[config.mk]
export PLATFORM = sky130hd
export DESIGN_NAME = threshold_scan_ctrl
export DESIGN_NICKNAME = d
export VERILOG_FILES = /design/src/rtl/threshold_scan_ctrl.sv
export SDC_FILE = /design/constraint.sdc
export NUM_CORES = 1
export LEC_CHECK = 0
export ABC_CLOCK_PERIOD_IN_PS = 6050
export CAP_MARGIN = 5
export CELL_PAD_IN_SITES_DETAIL_PLACEMENT = 0
export CELL_PAD_IN_SITES_GLOBAL_PLACEMENT = 1
export CORE_MARGIN = 2
export CORE_UTILIZATION = 45
export DETAILED_ROUTE_END_ITERATION = 6
export PLACE_DENSITY = 0.84
export SYNTH_ARGS = -nofsm -noshare
export SYNTH_HDL_FRONTEND = slang
export SYNTH_SLANG_ARGS = --single-unit
[constraint.sdc]
create_clock -name clock -period 6.05 [get_ports clock]
set_input_delay 1.21 -clock clock [delete_from_list [all_inputs] [get_ports clock]]
set_output_delay 1.21 -clock clock [all_outputs]
set_load 0.01 [all_outputs]
[src/rtl/threshold_scan_ctrl.sv]
// Frame scan controller: walks pixel and threshold ROMs in lockstep and
// streams one thresholded bit per pixel, in raster order.
module threshold_scan_ctrl #(
  parameter int ADDR_WIDTH   = 14,
  parameter int DATA_WIDTH   = 8,
  parameter int NUM_PIXELS   = 16384,
  parameter int READ_LATENCY = 2,
  parameter int FIFO_DEPTH   = 4
) (
  input  logic                  clock,
  input  logic                  reset,
  input  logic                  start,
  output logic                  busy,
  output logic                  done,
  output logic [ADDR_WIDTH-1:0] rom_address,
  input  logic [DATA_WIDTH-1:0] pix_q,
  input  logic [DATA_WIDTH-1:0] thr_q,
  output logic                  out_valid,
  input  logic                  out_ready,
  output logic                  out_bit,
  output logic [ADDR_WIDTH-1:0] out_index
);

  localparam int L  = READ_LATENCY;
  localparam int CW = $clog2(FIFO_DEPTH + L + 2);
  localparam int PW = (FIFO_DEPTH > 1) ? $clog2(FIFO_DEPTH) : 1;

  localparam logic [ADDR_WIDTH-1:0] LAST  = ADDR_WIDTH'(NUM_PIXELS - 1);
  localparam logic [CW-1:0]         DEPTH = CW'(FIFO_DEPTH);
  localparam logic [PW-1:0]         PMAX  = PW'(FIFO_DEPTH - 1);

  typedef enum logic [1:0] {
    IDLE,
    RUN,
    DRAIN,
    DONE
  } state_e;

  state_e state_q, state_d;

  logic [ADDR_WIDTH-1:0] idx_q, idx_d;
  logic [ADDR_WIDTH-1:0] addr_q, addr_d;
  logic [CW-1:0]         infl_q, infl_d;
  logic [CW-1:0]         cnt_q, cnt_d;
  logic [PW-1:0]         wp_q, rp_q;

  // Stage 0 lines up with rom_address; stage L lines up with valid q data.
  logic [L:0]            vld_q;
  logic [ADDR_WIDTH-1:0] tag_q [L+1];

  logic                  fbit_q [FIFO_DEPTH];
  logic [ADDR_WIDTH-1:0] fidx_q [FIFO_DEPTH];

  logic issue;
  logic push;
  logic pop;
  logic credit;
  logic res;

  assign push   = vld_q[L];
  assign pop    = (cnt_q != '0) && out_ready;
  assign res    = pix_q > thr_q;
  // A pop this cycle frees its slot in time for a new issue.
  assign credit = (cnt_q + infl_q - CW'(pop)) < DEPTH;

  always_comb begin
    state_d = state_q;
    idx_d   = idx_q;
    addr_d  = addr_q;
    issue   = 1'b0;
    unique case (state_q)
      IDLE: begin
        if (start) begin
          state_d = RUN;
          idx_d   = '0;
        end
      end
      RUN: begin
        if (credit) begin
          issue  = 1'b1;
          addr_d = idx_q;
          idx_d  = idx_q + ADDR_WIDTH'(1);
          if (idx_q == LAST) state_d = DRAIN;
        end
      end
      DRAIN: begin
        if (infl_q == '0 &&
            (cnt_q == '0 || (cnt_q == CW'(1) && pop)))
          state_d = DONE;
      end
      DONE: state_d = IDLE;
      default: state_d = IDLE;
    endcase
  end

  assign infl_d = infl_q + CW'(issue) - CW'(push);
  assign cnt_d  = cnt_q + CW'(push) - CW'(pop);

  always_ff @(posedge clock or posedge reset) begin
    if (reset) begin
      state_q <= IDLE;
      idx_q   <= '0;
      addr_q  <= '0;
      infl_q  <= '0;
      cnt_q   <= '0;
      wp_q    <= '0;
      rp_q    <= '0;
      vld_q   <= '0;
    end else begin
      state_q <= state_d;
      idx_q   <= idx_d;
      addr_q  <= addr_d;
      infl_q  <= infl_d;
      cnt_q   <= cnt_d;
      vld_q   <= {vld_q[L-1:0], issue};
      if (push) wp_q <= (wp_q == PMAX) ? '0 : wp_q + PW'(1);
      if (pop)  rp_q <= (rp_q == PMAX) ? '0 : rp_q + PW'(1);
    end
  end

  always_ff @(posedge clock) begin
    tag_q[0] <= idx_q;
    for (int i = 1; i <= L; i++) tag_q[i] <= tag_q[i-1];
    if (push) begin
      fbit_q[wp_q] <= res;
      fidx_q[wp_q] <= tag_q[L];
    end
  end

  assign busy        = (state_q == RUN) || (state_q == DRAIN);
  assign done        = (state_q == DONE);
  assign rom_address = addr_q;
  assign out_valid   = (cnt_q != '0);
  assign out_bit     = out_valid & fbit_q[rp_q];
  assign out_index   = out_valid ? fidx_q[rp_q] : '0;

endmodule

# ---- Yosys cells after proc, flatten, opt, wreduce, memory -nomap -nowiden
# Memory sizes are Yosys's and may differ from the RTL's.
# Cells that the tools add are included.
dict set report word_totals {
  ff_bits 43
  latchBits 0
  mem_bits_rw 102
  mem_bits_ro 0
  inputBits 20
  out_inout_bits 32
  elab_cells 62
  mem_count 3
}
dict set report op_classes {
  add_sub_neg 9
  n_mul 0
  div 0
  order_cmp 2
  n_eq_ne 11
  shift 0
  n_mux 15
  n_bitwise 1
  reduce_logical 13
}
# memory words word_bits read_ports rd_clocked_by_memory_dff write_ports line
set mem_list {}
lappend mem_list {fidx_q 4 14 1 0 1 52} ;# logic [ADDR_WIDTH-1:0] fidx_q [FIFO_DEPTH];
lappend mem_list {tag_q 3 14 3 0 3 49} ;# logic [ADDR_WIDTH-1:0] tag_q [L+1];
lappend mem_list {fbit_q 4 1 1 0 1 51} ;# logic fbit_q [FIFO_DEPTH];
# cell n
set ops {}
lappend ops {{2-to-1 mux 14 bit} 3}
lappend ops {{one-hot mux 14 bit (2 select lines)} 1}
lappend ops {{adder 14 x 1 -> 14 bit, second input constant} 1}
lappend ops {{== test 14 bit, second input constant} 1}
lappend ops {{2-to-1 mux 2 bit} 6}
lappend ops {{subtractor 3 x 1 -> 3 bit} 3}
lappend ops {{== test 2 bit, second input constant} 4}
lappend ops {{> comparator 8 bit} 1}
lappend ops {{inequality test 2 bit, second input constant} 4}
lappend ops {{one-hot mux 2 bit (4 select lines)} 1}
lappend ops {{adder 3 x 1 -> 3 bit} 2}
lappend ops {{logical NOT 3 bit} 2}
lappend ops {{adder 2 x 1 -> 2 bit, second input constant} 2}
lappend ops {{2-to-1 mux 1 bit} 4}
lappend ops {{AND reduction 4 bit} 1}
lappend ops {{adder 3 bit} 1}
lappend ops {{== test 3 x 1 -> 1 bit, second input constant} 1}
lappend ops {{logical AND 1 bit} 3}
lappend ops {{less-than comparator 3 bit, second input constant} 1}
lappend ops {{AND reduction 3 bit} 1}
lappend ops {{nonzero test 3 bit} 1}
lappend ops {{== test 2 x 1 -> 1 bit, second input constant} 1}
lappend ops {{logical NOT 2 bit} 1}
lappend ops {{logical OR 1 bit} 2}
lappend ops {{3 further kinds} 3}

# ---- Longest topological paths before layout
dict set report depth {
  depth_word 8
  mapped_depth 15
  depth_no_buf 14
}

# ---- Least setup slack after synthesis
# No wires, ideal clock.
dict set report synth_timing {
  path_type {input -> register}
  from {input port out_ready}
  to {register infl_q[2]}
  setup_ns 0.123
  arrival_time_ns 3.530
  required_ns 5.927
  slack_ns 2.397
  cell_stages 15
  path_buffers 1
  path_cell_list {nor2b_1 -> and2_2 -> inv_1 -> ha_1 -> a211o_1 -> a21o_4 -> nand3_4 -> buf_4 -> ha_1 -> inv_1 -> ha_1 -> inv_1 -> fa_1 -> xnor2_1 -> xnor2_1}
}
dict set report synth_between {
  elab_chain_cells 7
}
# element line
set synth_rtl {}
lappend synth_rtl {{start, declared} 19} ;# input logic out_ready,
lappend synth_rtl {{logical AND 1 bit} 61} ;# assign pop = (cnt_q != '0) && out_ready;
lappend synth_rtl {{subtractor 3 x 1 -> 3 bit} 64} ;# assign credit = (cnt_q + infl_q - CW'(pop)) < DEPTH;
lappend synth_rtl {{less-than comparator 3 bit} 64}
lappend synth_rtl {{2-to-1 mux 1 bit} 79} ;# if (credit) begin
lappend synth_rtl {{2-to-1 mux 1 bit} 71} ;# unique case (state_q)
lappend synth_rtl {{adder 3 x 1 -> 3 bit} 96} ;# assign infl_d = infl_q + CW'(issue) - CW'(push);
lappend synth_rtl {{subtractor 3 x 1 -> 3 bit} 96}
lappend synth_rtl {{via infl_d[2]} 43} ;# logic [CW-1:0] infl_q, infl_d;
lappend synth_rtl {{end signal, assigned} 113} ;# infl_q <= infl_d;
lappend synth_rtl {{end, declared} 43}
# The timed path passes the listed nets, and every way through them passes these cells.
# A chain may end at the register's enable or synchronous reset.

# ---- Worst setup path after layout
# Ends and elaborated chain as after synthesis.

==> metrics.yaml <==
skew_ns: 0.00953
cp.required_ns: 6.34
grtUsageTotal_pct: 14.9
hold_viol_final: 0
diodes: 0
post-cts-setup-buffers: 0
ys_ff_latch: 145
grt_first_pass_wirelength_mm: 15.3
setup_tns_ns: 0
yosysUniqueCellTypes: 55
fin_area_um2: 6860
antenna_found_initial: 0
slew_violations: 0
area_delta_synth_final_pct: 21.2
post_drt_wl_per_cell_um: 14.7
rsz0062_at_grt: "false"
finalCritPeriodShare_pct: 66.1
p_leak_nw: 2.73
grt_max_degree: 44
finalNetCount: 475
cts_tree: "yes"
drtIter0Drc: 174
powerDensity_nw_per_um2: 566
fin_crit_ns: 4.00
nFillCells: 960
wl_mm: 8.99
yosysTopAreaCell: "edfxtp_1"
yosysMostFrequentCell: "edfxtp_1"
setup_viol: 0
initial_core_util_pct: 46.5
hpwl_mm: 5.98
min_path_type: "flop to flop"
clock_latency_ns: 0.40
via_per_inst: 4.90
ir_drop_v: 0.000322
fmax_ghz: 0.250
cts_root_buffer: "clkbuf_16"
crit_chain: "clkdlybuf4s50_1 -> nor2b_1 -> and2_2 -> inv_1 -> ha_1 -> a211o_1 -> nand3_2 -> nand3_4 -> ha_1 -> inv_1 -> ha_1 -> inv_1 -> fa_1 -> xnor2_1 -> xnor2_1"
drc_errors: 0
num_rows: 40
cts_buffer_depth: 2
max_slew_margin_pct: 29.9
die_x_um: 116
critPathBufInv: 4
grt_pass1_vias: 3119
outcome: "finished, final reports clean"
coreArea_um2: 12200
cp-end-kind: "flop"
ys.flop_type: "edfxtp_1"
synthesis.nets: 416
synthArstFlopShare_pct: 29.7
port_buffers: 51
placed_area_um2: 6320
dieArea_um2: 13500
clk_pin_slew_worst_paths_ns: 0.06
drv_cap: 0
firstDrtPassIters: 4
cts_resized: 0
via_count: 2991
synth_top_area_share_pct: 31.9
worst-slew-pin-transition_ns: 1.05
cts_buffers: 17
ctsHtreeMaxLevel: 4
die_h_um: 116
ys_top_cells_by_area: "edfxtp_1 (32%), dfrtp_1 (19%), dfxtp_1 (15%)"
ant_nets: 0
critical_path_class: "input pin to flop"
routabilityCongestion: 0.811
synth_area_per_cell_um2: 15.3
worstSetupStartpointType: "input pin"
worstPathArrival_ns: 4.29
cp_slowest_cell: "clkdlybuf4s50_1"
grt_overflow: 0
ys_seq_area_share_pct: 65.7
total_power_mw: 3.88
cp_slowest_stage_delay_ns: 0.50
cts_sinks: 145
synth_warnings: 0
cp_top_family: "adder cells"
netlist_instances: 370
synth_area_um2: 5660
io_pins: 52
final_layout_size_suffix_gt1_share_pct: 16.5
ys_top_cells_by_count: "edfxtp_1 (60), dfrtp_1 (43), dfxtp_1 (42), inv_1 (26), ha_1 (24)"
synth-edff-count: 60
ctsHoldBuffers: 0
cp_max_fo: 26
## layout by cell type, fill, tap and decap left out, types with 5 or more instances in the layout
cell / netlist / routed
edfxtp_1: 60 / 60
clkdlybuf4s50_1: 0 / 51
dfrtp_1: 43 / 43
dfxtp_1: 42 / 42
inv_1: 26 / 25
ha_1: 24 / 24
nand2_1: 22 / 22
and2_1: 20 / 20
clkbuf_16: 0 / 17
mux4_2: 15 / 15
mux2_2: 14 / 14
and3_1: 7 / 7
mux2i_1: 7 / 7
xnor2_1: 6 / 6
o211ai_1: 5 / 5
nand3_1: 5 / 5
## report_power, final
group	switching, mW	leakage, nW	internal (mW)
sequential	0.198	1.44	1.36
clock	0.397	0.251	0.528
combinational	0.675	1.03	0.723
total	1.27	2.73	2.61
## path summary, 6_finish.rpt
kind                       slack [ns]                  from  cells after the start                         end
max in group asynchronous        4.44                 reset                      3  rom_address[0]$_DFFE_PP0P_
min reg2reg                      0.33  tag_q[0][14]$_DFF_P_                      0        tag_q[0][28]$_DFF_P_
max reg2reg                      2.87    cnt_q[1]$_DFF_PP0_                     14         infl_q[2]$_DFF_PP0_
min                              0.33  tag_q[0][14]$_DFF_P_                      0        tag_q[0][28]$_DFF_P_
min in group asynchronous        1.25                 reset                      3          cnt_q[1]$_DFF_PP0_
max                              2.05             out_ready                     15         infl_q[2]$_DFF_PP0_
## routing by layer
| layer | GRT usage (%) | share of wire [%] | vias to the layer above |
|---|---|---|---|
| met3 | 3.89 | 2.4 | 11 |
| met5 | 0 | 0 | - |
| met2 | 23.9 | 48 | 51 |
| met1 | 19.6 | 47 | 1472 |
| met4 | 6.35 | 1.9 | 0 |
| li1 | - | - | 1457 |
## per-stage QoR
| step | instances | util, % | setup WS, ns | hold slack (ns) |
|---|---|---|---|---|
| after floorplan | 370 | - | 2.40 | 0.310 |
| after global placement | 578 | 51.9 | 1.70 | 0.310 |
| after detailed placement | 578 | 51.9 | 1.60 | 0.312 |
| after CTS | 610 | 56.4 | 2.02 | 0.325 |
| after global routing | 610 | 56.4 | 1.83 | 0.328 |
| final | 610 | 56.4 | 2.05 | 0.326 |
## cells by family after synthesis
| family | synth area share [%] |
|---|---|
| AOI/OAI and AO/OA | 5.07 |
| xor gates and xnor gates | 1.08 |
| adders and majority gates | 6.02 |
| buffers and inverters | 2.92 |
| DFF | 65.7 |
| muxes | 10.3 |
| and+or+nand+nor | 8.91 |
## worst reg2reg max path: stages (launching register included)
cell,delay (ns)
dfrtp_1,0.44
or2_1,0.27
and2_2,0.18
inv_1,0.05
ha_1,0.22
a21o_1,0.21
nand3_2,0.13
nand3_4,0.30
ha_1,0.40
inv_1,0.06
ha_1,0.13
inv_1,0.04
fa_1,0.37
xnor2_1,0.14
xnor2_1,0.12
## layout make-up
cell class	count	area (µm²)	share of cell area, %
Sequential cell	145	3720	54.2
Multi-Input combinational cell	187	1770	25.9
Timing Repair Buffer	52	518	7.56
Clock buffer	18	429	6.26
Tap cell	168	210	3.07
Clock inverter	14	109	1.59
Inverter	26	97.6	1.42
## registers in the layout, summed over array words and instances, names as in the netlist
signal,count
cnt_q,3
fbit_q,4
fidx_q,56
idx_q,14
infl_q,3
rom_address,14
rp_q,2
state_q,2
tag_q,42
vld_q,3
wp_q,2
Power figures use the tool's default switching activity.
